`src/rtl/axis_packet_fifo_pkg.sv`:
```
// Shared types for the AXI4-Stream packet FIFO.
//   axis_beat_t       : one 101-bit stream beat {tuser,tdest,tid,tlast,tkeep,tstrb,tdata},
//                       laid out the same way as the bridge flit payload
//   axis_fifo_state_t : release mode of the packet FIFO (STORE / CUT)
package axi4_pkg;

  localparam int AXI4S_BEAT_WIDTH = 101;

  typedef struct packed {
    logic [7:0]  tuser;
    logic [3:0]  tdest;
    logic [7:0]  tid;
    logic        tlast;
    logic [7:0]  tkeep;
    logic [7:0]  tstrb;
    logic [63:0] tdata;
  } axis_beat_t;

  typedef enum logic {
    STORE = 1'b0,
    CUT   = 1'b1
  } axis_fifo_state_t;

endpackage

```
`src/rtl/axis_packet_fifo_if.sv`:
```
// AXI4-Stream bundle used on both sides of the packet FIFO.
//   master : drives beat fields and tvalid, samples tready
//   slave  : samples beat fields and tvalid, drives tready
interface axis_if;
  logic [63:0] tdata;
  logic [7:0]  tstrb;
  logic [7:0]  tkeep;
  logic        tlast;
  logic [7:0]  tid;
  logic [3:0]  tdest;
  logic [7:0]  tuser;
  logic        tvalid;
  logic        tready;

  modport master (
    output tdata, tstrb, tkeep, tlast, tid, tdest, tuser, tvalid,
    input  tready
  );

  modport slave (
    input  tdata, tstrb, tkeep, tlast, tid, tdest, tuser, tvalid,
    output tready
  );
endinterface

```
`src/rtl/axis_fifo_mem.sv`:
```
// Beat storage for the packet FIFO: DEPTH x AXI4S_BEAT_WIDTH register array,
// one synchronous write port, one asynchronous read port (first-word fall-through).
//   CLK   : clock
//   we    : write enable
//   waddr : write index
//   wdata : beat to store
//   raddr : read index
//   rdata : beat at raddr, combinational
// Contents are deliberately not reset.
module axis_fifo_mem
  import axi4_pkg::*;
#(
  parameter  int DEPTH = 16,
  localparam int PTR_W = $clog2(DEPTH)
) (
  input  logic             CLK,
  input  logic             we,
  input  logic [PTR_W-1:0] waddr,
  input  axis_beat_t       wdata,
  input  logic [PTR_W-1:0] raddr,
  output axis_beat_t       rdata
);

  axis_beat_t mem_q [DEPTH];

  always_ff @(posedge CLK) begin
    if (we) mem_q[waddr] <= wdata;
  end

  assign rdata = mem_q[raddr];

endmodule

```
`src/rtl/axis_packet_fifo.sv`:
```
// Store-and-forward AXI4-Stream FIFO in front of the NoC master bridge.
// A packet is only released once its tlast beat is stored, so the bridge never
// injects a partial packet. A packet longer than DEPTH switches the FIFO to
// cut-through (CUT) until that packet's tlast leaves, which avoids deadlock.
//   CLK, RST_N      : clock, synchronous active-low reset
//   s_axis          : upstream stream (slave side)
//   m_axis          : downstream stream to the bridge (master side, FWFT)
//   pkt_count       : complete packets (stored tlast beats) held
//   occupancy       : stored beats
// Optional (macro AXIS_PACKET_FIFO_STATS_EN):
//   stat_pkts_in    : saturating count of accepted tlast beats
//   stat_cut_events : saturating count of STORE->CUT transitions
module axis_packet_fifo
  import axi4_pkg::*;
#(
  parameter  int DEPTH = 16,
  localparam int PTR_W = $clog2(DEPTH)
) (
  input  logic           CLK,
  input  logic           RST_N,
  axis_if.slave          s_axis,
  axis_if.master         m_axis,
  output logic [PTR_W:0] pkt_count,
  output logic [PTR_W:0] occupancy
`ifdef AXIS_PACKET_FIFO_STATS_EN
  ,
  output logic [31:0]    stat_pkts_in,
  output logic [31:0]    stat_cut_events
`endif
);

  localparam logic [PTR_W:0] PTR_ONE  = (PTR_W+1)'(1);
  localparam logic [PTR_W:0] OCC_FULL = (PTR_W+1)'(DEPTH);

  logic [PTR_W:0]   wr_ptr_q, wr_ptr_d;
  logic [PTR_W:0]   rd_ptr_q, rd_ptr_d;
  logic [PTR_W:0]   pkt_count_q, pkt_count_d;
  axis_fifo_state_t state_q, state_d;

  logic       full, empty, wr_fire, rd_fire, cut_enter, tail_out;
  axis_beat_t wr_beat, rd_beat;

  // Pointers carry one extra MSB, so the plain difference is the fill level.
  assign occupancy = wr_ptr_q - rd_ptr_q;
  assign full      = (occupancy == OCC_FULL);
  assign empty     = (occupancy == '0);
  assign pkt_count = pkt_count_q;

  assign s_axis.tready = !full;
  assign m_axis.tvalid = !empty && ((state_q == CUT) || (pkt_count_q != '0));

  assign wr_fire  = s_axis.tvalid && s_axis.tready;
  assign rd_fire  = m_axis.tvalid && m_axis.tready;
  assign tail_out = rd_fire && rd_beat.tlast;

  // Full with no complete packet inside: the head packet cannot fit, stream it.
  assign cut_enter = (state_q == STORE) && full && (pkt_count_q == '0);

  assign wr_beat = '{tuser: s_axis.tuser, tdest: s_axis.tdest, tid: s_axis.tid,
                     tlast: s_axis.tlast, tkeep: s_axis.tkeep, tstrb: s_axis.tstrb,
                     tdata: s_axis.tdata};

  axis_fifo_mem #(.DEPTH(DEPTH)) u_mem (
    .CLK   (CLK),
    .we    (wr_fire),
    .waddr (wr_ptr_q[PTR_W-1:0]),
    .wdata (wr_beat),
    .raddr (rd_ptr_q[PTR_W-1:0]),
    .rdata (rd_beat)
  );

  assign m_axis.tdata = rd_beat.tdata;
  assign m_axis.tstrb = rd_beat.tstrb;
  assign m_axis.tkeep = rd_beat.tkeep;
  assign m_axis.tlast = rd_beat.tlast;
  assign m_axis.tid   = rd_beat.tid;
  assign m_axis.tdest = rd_beat.tdest;
  assign m_axis.tuser = rd_beat.tuser;

  always_comb begin
    wr_ptr_d    = wr_fire ? wr_ptr_q + PTR_ONE : wr_ptr_q;
    rd_ptr_d    = rd_fire ? rd_ptr_q + PTR_ONE : rd_ptr_q;
    pkt_count_d = pkt_count_q;
    case ({wr_fire && s_axis.tlast, tail_out})
      2'b10:   pkt_count_d = pkt_count_q + PTR_ONE;
      2'b01:   pkt_count_d = pkt_count_q - PTR_ONE;
      default: pkt_count_d = pkt_count_q;
    endcase
    state_d = state_q;
    case (state_q)
      STORE:   if (cut_enter) state_d = CUT;
      CUT:     if (tail_out)  state_d = STORE;
      default: state_d = STORE;
    endcase
  end

  always_ff @(posedge CLK) begin
    if (!RST_N) begin
      wr_ptr_q    <= '0;
      rd_ptr_q    <= '0;
      pkt_count_q <= '0;
      state_q     <= STORE;
    end else begin
      wr_ptr_q    <= wr_ptr_d;
      rd_ptr_q    <= rd_ptr_d;
      pkt_count_q <= pkt_count_d;
      state_q     <= state_d;
    end
  end

`ifdef AXIS_PACKET_FIFO_STATS_EN
  logic [31:0] stat_pkts_in_q, stat_pkts_in_d;
  logic [31:0] stat_cut_events_q, stat_cut_events_d;

  always_comb begin
    stat_pkts_in_d    = stat_pkts_in_q;
    stat_cut_events_d = stat_cut_events_q;
    if (wr_fire && s_axis.tlast && (stat_pkts_in_q != 32'hFFFF_FFFF))
      stat_pkts_in_d = stat_pkts_in_q + 32'd1;
    if (cut_enter && (stat_cut_events_q != 32'hFFFF_FFFF))
      stat_cut_events_d = stat_cut_events_q + 32'd1;
  end

  always_ff @(posedge CLK) begin
    if (!RST_N) begin
      stat_pkts_in_q    <= '0;
      stat_cut_events_q <= '0;
    end else begin
      stat_pkts_in_q    <= stat_pkts_in_d;
      stat_cut_events_q <= stat_cut_events_d;
    end
  end

  assign stat_pkts_in    = stat_pkts_in_q;
  assign stat_cut_events = stat_cut_events_q;
`endif

endmodule

```
`src/flat_wrapper.sv`:
```
// flat-port wrapper written by rule: the top's interface ports become plain ports
module axis_packet_fifo_flat import axi4_pkg::*;
#(
  parameter  int DEPTH = 16,
  localparam int PTR_W = $clog2(DEPTH)
)
  (CLK, RST_N, pkt_count, occupancy, s_axis_tdata, s_axis_tstrb, s_axis_tkeep, s_axis_tlast, s_axis_tid, s_axis_tdest, s_axis_tuser, s_axis_tvalid, s_axis_tready, m_axis_tdata, m_axis_tstrb, m_axis_tkeep, m_axis_tlast, m_axis_tid, m_axis_tdest, m_axis_tuser, m_axis_tvalid, m_axis_tready);
  axis_if s_axis_i ();
  axis_if m_axis_i ();
  input  logic CLK;
  input  logic RST_N;
  output logic [PTR_W:0] pkt_count;
  output logic [PTR_W:0] occupancy;
  input wire logic [$bits(s_axis_i.tdata)-1:0] s_axis_tdata;
  input wire logic [$bits(s_axis_i.tstrb)-1:0] s_axis_tstrb;
  input wire logic [$bits(s_axis_i.tkeep)-1:0] s_axis_tkeep;
  input wire logic [$bits(s_axis_i.tlast)-1:0] s_axis_tlast;
  input wire logic [$bits(s_axis_i.tid)-1:0] s_axis_tid;
  input wire logic [$bits(s_axis_i.tdest)-1:0] s_axis_tdest;
  input wire logic [$bits(s_axis_i.tuser)-1:0] s_axis_tuser;
  input wire logic [$bits(s_axis_i.tvalid)-1:0] s_axis_tvalid;
  output wire logic [$bits(s_axis_i.tready)-1:0] s_axis_tready;
  output wire logic [$bits(m_axis_i.tdata)-1:0] m_axis_tdata;
  output wire logic [$bits(m_axis_i.tstrb)-1:0] m_axis_tstrb;
  output wire logic [$bits(m_axis_i.tkeep)-1:0] m_axis_tkeep;
  output wire logic [$bits(m_axis_i.tlast)-1:0] m_axis_tlast;
  output wire logic [$bits(m_axis_i.tid)-1:0] m_axis_tid;
  output wire logic [$bits(m_axis_i.tdest)-1:0] m_axis_tdest;
  output wire logic [$bits(m_axis_i.tuser)-1:0] m_axis_tuser;
  output wire logic [$bits(m_axis_i.tvalid)-1:0] m_axis_tvalid;
  input wire logic [$bits(m_axis_i.tready)-1:0] m_axis_tready;
  assign s_axis_i.tdata = s_axis_tdata;
  assign s_axis_i.tstrb = s_axis_tstrb;
  assign s_axis_i.tkeep = s_axis_tkeep;
  assign s_axis_i.tlast = s_axis_tlast;
  assign s_axis_i.tid = s_axis_tid;
  assign s_axis_i.tdest = s_axis_tdest;
  assign s_axis_i.tuser = s_axis_tuser;
  assign s_axis_i.tvalid = s_axis_tvalid;
  assign s_axis_tready = s_axis_i.tready;
  assign m_axis_tdata = m_axis_i.tdata;
  assign m_axis_tstrb = m_axis_i.tstrb;
  assign m_axis_tkeep = m_axis_i.tkeep;
  assign m_axis_tlast = m_axis_i.tlast;
  assign m_axis_tid = m_axis_i.tid;
  assign m_axis_tdest = m_axis_i.tdest;
  assign m_axis_tuser = m_axis_i.tuser;
  assign m_axis_tvalid = m_axis_i.tvalid;
  assign m_axis_i.tready = m_axis_tready;
  axis_packet_fifo #(.DEPTH(DEPTH)) u_core (.CLK(CLK), .RST_N(RST_N), .s_axis(s_axis_i), .m_axis(m_axis_i), .pkt_count(pkt_count), .occupancy(occupancy));
endmodule
```
`config.mk`:
```
export PLATFORM = sky130hd
export DESIGN_NAME = axis_packet_fifo_flat
export DESIGN_NICKNAME = d
export VERILOG_FILES = /design/src/rtl/axis_packet_fifo_pkg.sv /design/src/rtl/axis_packet_fifo_if.sv /design/src/rtl/axis_fifo_mem.sv /design/src/rtl/axis_packet_fifo.sv /design/src/flat_wrapper.sv
export SDC_FILE = /design/constraint.sdc
export NUM_CORES = 1
export LEC_CHECK = 0
export CORE_ASPECT_RATIO = 0.9
export CORE_MARGIN = 3
export CORE_UTILIZATION = 30
export CTS_CLUSTER_DIAMETER = 60
export DETAILED_ROUTE_END_ITERATION = 10
export GPL_TIMING_DRIVEN = 0
export PLACE_DENSITY = 0.42
export SETUP_SLACK_MARGIN = 0.1
export SLEW_MARGIN = 20
export SYNTH_ARGS = -nofsm -noshare
export SYNTH_HDL_FRONTEND = slang
export SYNTH_SLANG_ARGS = --single-unit
```
`constraint.sdc`:
```
create_clock -name CLK -period 13.45 [get_ports CLK]
set_input_delay 2.69 -clock CLK [delete_from_list [all_inputs] [get_ports CLK]]
set_output_delay 2.69 -clock CLK [all_outputs]
set_load 0.005 [all_outputs]
```
==> results.md, run 1 <==
- Status: completed
- Core area: 0.2039 mm²
- Yosys reg bits: roughly 1600
- Arrival time worst endpoint: 4.33 ns
- Grt ovf: 0
- Via density: 4.839
- NumNets Final: 3094
- DRT Pass-1 Iters: 5
- Max Cap Viol: 0
- Num CTS Buffers: 184
- Final-report hold violation count: 0
- Synthesized Nets: about 2500
- First-pass GRT wire length: 240.8 mm
- Cell variety after synth: 38
- Synthesis Warnings: 0
- Row cnt: 157
- Critical path data required time: ~11 ns
- Crit share post-route: 52.18%
- WL/cell: 29.77 µm
- Final slew viol count: 0
- Bufs and invs on worst path: 4
- Initial Util: 30.23%
- Reg clk slew, reported paths: 0.06 ns
- Routed WL: ~170 mm
- Tightest Pin Transition: between 1 and 1.5 ns
- Via Count: 28264
- Register area share after synthesis: roughly four fifths
- Hold buffer count at cts: 0
- Minimum clock period: about 7.0 ns
- Antenna Violating Nets Remaining: 0
- # port buffers: about 220
- Delay-heaviest family, CP: buffers and inverters
- Clock Tree Buf Depth: 3
- GPL Wtd Cong: 0.7070
- CP max FO: 10
- IO Pins: 218
- DRC viols: 0
- Hold slack: 0.4931 ns
- FMAX: approximately 0.14 GHz
- Post-Synthesis Cell Area: 0.06164 mm²
- Startpoint types: flop
- Layout cells sized above 1: 33.02%
- Nature of the critical path endpoint: output pin
- Clk_lat worst skew: 0.82 ns
- Cell taking the most area after synthesis: edfxtp_1
- Setup repair bufs after CTS: 0
- Cell Chain, Critical Path: clkbuf_1, clkbuf_2, buf_1, mux4_2, mux4_2, clkdlybuf4s50_1
- Worst vdd ir: 123.5 µV
- Fin worst setup slack: ~6.4 ns
- Place WS: 7.183 ns
- Antenna violations before repair: 29
- RSZ-0062 raised after global routing: no
- Slowest-stage cell, CP: buf_1
- Crit-path most repeated cell: mux4_2
- H-tree levels: 4
- Worst Hold Class: reg -> reg
- Clock skew: around 0.021 ns
- Yosys top cell area share: 78.72%
- Leak: about 0.023 µW
- Iter 0 DRT Violations: 2200
- Synth top area cells: edfxtp_1 79%, mux4_2 18%, dfxtp_1 0.65%
- Chip Height: ~440 µm
- Num Clock Sinks: 1636
- Synthesized instance count: 2392
- Synthesis-to-layout area growth: 23.49%
- CTS tree: done
- Setup violations, final: 0
- Cell Pwr Density: 162.0 mW/mm²
- Most frequent cells in the layout: 1616 x edfxtp_1, 505 x mux4_2, 217 x clkdlybuf4s50_1
- Most common cell after layout, fill and taps aside: edfxtp_1
- Die width: 483.8 µm
- Slew HR: 24.65%
- GRT Util Overall: between 15 and 20%
- Hpwl dp: 114.9 mm
- Die ar.: 0.2110 mm²
- Max incr delay on CP: 0.90 ns
- Post-CTS sizing: 0
- Vias in the first global route: 30626
- Syn avg cell area: 25.77 µm²
- WS Path Type: reg -> out
- Pin count of the biggest net entering global routing: 18
- Root cell of the clock tree: clkbuf_16
-- final cells by class --
class	instances	area (µm²)
plain buffers	120	533.0
inverters	10	37.54
clock inverters	114	1071
diodes	7	17.52
clock buffers	227	4840
flip-flops and latches	1636	48930
well taps	2703	3382
fillers	18302	127800
multi-input cells	626	12320
repair buffers	398	4991
-- path summary, 6_finish.rpt --
kind	from	end	slack (ns)	cells past startpoint
max	flop	m_axis_tdata[43]	6.43	6
min	u_core.pkt_count[4]	u_core.pkt_count[4]	0.49	2
max reg2reg	u_core.wr_ptr_q[0]	u_core.u_mem.mem_q[3][22]	8.49	17
min reg2reg	u_core.pkt_count[4]	u_core.pkt_count[4]	0.49	2
-- cell families (layout without fill, tap and decap cells) --
kind of cell,Yosys count,count (layout),synth area share (%)
adders and majority gates,13,13,0.2760
DFF,1636,1636,79.37
AOI/OAI and AO/OA,20,20,0.2253
buffers and inverters,130,869,0.8180
and+or+nand+nor,67,67,0.5501
xor gates and xnor gates,16,16,0.2273
muxes,510,510,18.53
other,0,7,0
-- through the flow --
step                      instance area [µm²]  power [µW]  util [%]  TNS [ns]  instances
after floorplan                         61640        6819         -         0       2392
after global placement                  67200        7622     32.96  -7338.99       5312
after detailed placement                70190        7624     34.42         0       5493
after CTS                               76100       12540     37.32         0       5834
after global routing                    76110       12810     37.33         0       5836
final                                   76120       12330     37.33         0       5841
-- worst min-delay path, delay by kind of cell (launching register included) --
kind | cells | cell delay, ns
simple gates | 1 | 0.06
mux | 1 | 0.05
flops | 1 | 0.33
-- synthesized netlist by cell type, drive strengths merged --
cell / n
clkbuf: 63
nand3: 1
edfxtp: 1616
ha: 12
mux2i: 5
and3b: 1
nor2: 19
nor2b: 4
a21oi: 6
fa: 1
o31a: 3
nand2: 13
o311a: 1
nand3b: 1
a31oi: 1
dfxtp: 20
o311ai: 1
nor4: 1
a21o: 1
a211oi: 1
nor3: 4
nand4: 3
and2: 10
or3: 4
o21ai: 4
a21boi: 1
inv: 10
xor2: 6
o31ai: 1
buf: 57
xnor2: 10
nand2b: 6
mux4: 505
-- report_power, final --
part	total (µW)	internal, µW	switching (µW)
combinational	1700	857	841
sequential	5760	5730	29.0
clock	4870	2840	2030
total	12300	9430	2900
-- layer usage --
layer / vias up / GRT usage, % / wire [µm]
met5: - / 0 / 81
met1: 15548 / 19.92 / 68920
met2: 735 / 29.70 / 92950
met4: 12 / 4.567 / 4383
met3: 273 / 2.952 / 7573
li1: 11696 / - / -
-- registers in the layout, indices dropped and copies added (netlist names), named ones only --
register,flops
u_core.wr_ptr_q,5
u_core.u_mem.mem_q,1616
u_core.pkt_count,5
u_core.state_q,1
u_core.rd_ptr_q,5
Power figures use the tool's default switching activity.
==> run 2: changes to the inputs <==
- clock period: 13.45 -> 7.25 ns (I/O delays scaled with it)
==> run 2 against run 1 <==
  * Worst hold slack improved by 0.011 ns
  * Sequential share of layout area grew 0.32 points
  * Global-route usage fell by 0.16 points
  * Core utilization decreased by 0.18 points
  * Largest cell class unchanged
  * Largest power group unchanged
  * Via count is 0.92% lower
  * Critical path depth stayed put
  * Non-clock buffer count is 32 lower
  * Count of clock-buffer cells in the layout shrank 7
==> results.md, run 2 (synthesized netlist as in run 1, its figures left out) <==
- Layout cells sized above 1: 31.28% (-1.7 points)
- Pin count of the biggest net entering global routing: 18 (unchanged)
- Num Clock Sinks: 1636 (unchanged)
- Minimum clock period: 5.817 ns
- First-pass GRT wire length: 238.5 mm (-0.97%)
- Final-report hold violation count: 0 (unchanged)
- Routed WL: 171.7 mm (-1.3%)
- Hold depth: 2 (unchanged)
- Comb power frac: 14.3% (+0.5 points)
- Reg area: 0.04893 mm² (unchanged)
- # port buffers: 217 (unchanged)
- Switch Pwr: 5171 µW (+78%)
- Clock Tree Buf Depth: 3 (unchanged)
- Chip Height: 436.0 µm (unchanged)
- Reg clk slew, reported paths: 0.06 ns (about the same)
- Cell Pwr Density: 294.2 mW/mm² (+82%)
- Most frequent cells in the layout: 1616 x edfxtp_1, 505 x mux4_2, 217 x clkdlybuf4s50_1
- Cell Int Power: 17110 µW (+81%)
- Area of the multi-input gates: 0.01235 mm² (+0.20%)
- Final core occ: 37.15% (-0.18 points)
- Clk_lat worst skew: 0.78 ns (-0.04 ns)
- R2r endpoint: u_core.u_mem.mem_q[3][1]
- Row cnt: 157 (unchanged)
- Sequential share of power: 48.0% (+1.3 points)
- GPL Wtd Cong: 0.7068 (about the same)
- Final slew viol count: 0 (unchanged)
- Die ar.: 0.2110 mm² (unchanged)
- Arrival time worst endpoint: 4.37 ns (+0.04 ns)
- Top Layer Used: met5
- DRC viols: 0 (unchanged)
- Nature of the critical path endpoint: output pin
- Most common cell after layout, fill and taps aside: edfxtp_1
- Status: completed
- NumNets Final: 3051 (-1.4%)
- Hold_sp: u_core.wr_ptr_q[4]
- Critical path data required time: 5.80 ns (-4.96 ns)
- Clock skew: 0.02094 ns (-0.0005155 ns)
- DRT Pass-1 Iters: 8 (+3)
- Synthesis-to-layout area growth: 22.88%
- Hold buffer count at cts: 0 (unchanged)
- Num CTS Buffers: 173 (-6.0%)
- Leak: 0.02278 µW (-1.6%)
- Max Cap Viol: 0 (unchanged)
- Post-CTS sizing: 0 (unchanged)
- FMAX: 0.1719 GHz
- Antenna violations before repair: 38 (+31%)
- Max reg flops: 1616 (unchanged)
- Setup repair bufs after CTS: 0 (unchanged)
- Via density: 4.841 (about the same)
- Routed length on met2: 88.18 mm (-5.1%)
- Crit share post-route: 80.23%
- H-tree levels: 4 (unchanged)
- GRT Util Overall: 16.21% (-0.16 points)
- Met1 wire length: 70.79 mm (+2.7%)
- CP max FO: 11 (+1)
- Setup violations, final: 0 (unchanged)
- WL/cell: 29.68 µm (-0.31%)
- Die width: 483.8 µm (unchanged)
- Vias in the first global route: 30343 (-0.92%)
- RSZ-0062 raised after global routing: no
- Core area: 0.2039 mm² (unchanged)
- R2r startpoint: u_core.wr_ptr_q[0]
- Tightest Pin Transition: 1.075 ns (-0.05562 ns)
- Fin worst setup slack: 1.433 ns (-4.999 ns)
- Power after layout: 22280 µW (+81%)
- CTS tree: done
- R2R depth: 15 (-2)
- Grt ovf: 0 (unchanged)
- Clk pwr share: 37.8% (-1.7 points)
- Iter 0 DRT Violations: 2727 (+24%)
- IO Pins: 218 (unchanged)
- Biggest register: u_core.u_mem.mem_q
- Filler instances: 18303 (+0.0055%)
- Switching Fraction: 23.21% (-0.31 points)
- Worst vdd ir: 203.8 µV (+65%)
- Min-Delay Endpoint: u_core.wr_ptr_q[4]
- Met3 WL: 9.329 mm (+23%)
- Startpoint types: flop
- R2R setup slack: 2.90 ns (-5.59 ns)
- Place WS: 2.084 ns (-5.098 ns)
- Worst Hold Class: reg -> reg
- WS Path Type: reg -> out
- Antenna Violating Nets Remaining: 0 (unchanged)
- Root cell of the clock tree: clkbuf_16
- Via Count: 28003 (-0.92%)
- Slew HR: 28.36% (+3.7 points)
- Setup_tns: 0 ns (unchanged)
- Initial Util: 30.23% (unchanged)
- Hpwl dp: 113.4 mm (-1.3%)
-- run 2: cell count changes in the layout (fill, tap and decap cells not counted), sizes merged --
cell,previous run,this run
buf,236,204
inv,29,18
clkbuf,292,285
clkinv,76,70
bufinv,14,9
diode,7,12
clkinvlp,5,4
-- run 2: how the worst max path moves through the flow --
stage,from,to,slack [ns],depth (start not counted)
3_5_place_dp,flop,m_axis_tuser[0],2.08,6
2_1_floorplan,u_core.wr_ptr_q[0],u_core.u_mem.mem_q[15][0],0.33,11
5_1_grt,flop,m_axis_tdata[44],1.19,6
4_1_cts,flop,m_axis_tuser[0],1.21,6
3_3_place_gp,s_axis_tvalid,u_core.u_mem.mem_q[11][5],-7.45,5
6_report,flop,m_axis_tdata[29],1.43,6
-- run 2: per-layer routing --
| layer | up-vias | track usage (%) |
|---|---|---|
| li1 | 11608 | - |
| met1 | 15353 | 20.86 |
| met2 | 791 | 28.17 |
| met3 | 239 | 3.479 |
| met4 | 12 | 3.475 |
| met5 | - | 0 |
-- run 2: worst max-delay path: stages (launching register included) --
cell	delay, ns
dfxtp_1	0.31
clkbuf_1	0.29
clkbuf_2	0.61
clkbuf_1	0.81
mux4_2	0.42
mux4_2	0.49
clkdlybuf4s50_1	0.60
-- run 2: stage by stage --
stage / std cells / area [µm²] / hold slack [ns]
after global routing: 5774 / 75720 / 0.5320
after CTS: 5771 / 75700 / 0.5042
final: 5784 / 75740 / 0.5045
after global placement: 5312 / 67220 / 0.4762
after detailed placement: 5460 / 70330 / 0.4963
after floorplan: 2392 / 61660 / 0.4746
-- run 2: final cells by class --
cell class / instances / share of cell area (%)
well taps: 2703 / 4.465
multi-input cells: 626 / 16.30
diodes: 12 / 0.03965
clock inverters: 91 / 0.9151
plain buffers: 120 / 0.7004
inverters: 10 / 0.04956
repair buffers: 366 / 6.761
clock buffers: 220 / 6.173
flip-flops and latches: 1636 / 64.60
-- run 2: power by group through the flow --
stage / logic, µW / registers (µW) / clock network, µW
after global placement: 3100 / 11000 / 0
after global routing: 3410 / 10700 / 9080
after floorplan: 1730 / 10900 / 0
after detailed placement: 3280 / 10900 / 0
final: 3180 / 10700 / 8420
after CTS: 3290 / 10700 / 8690
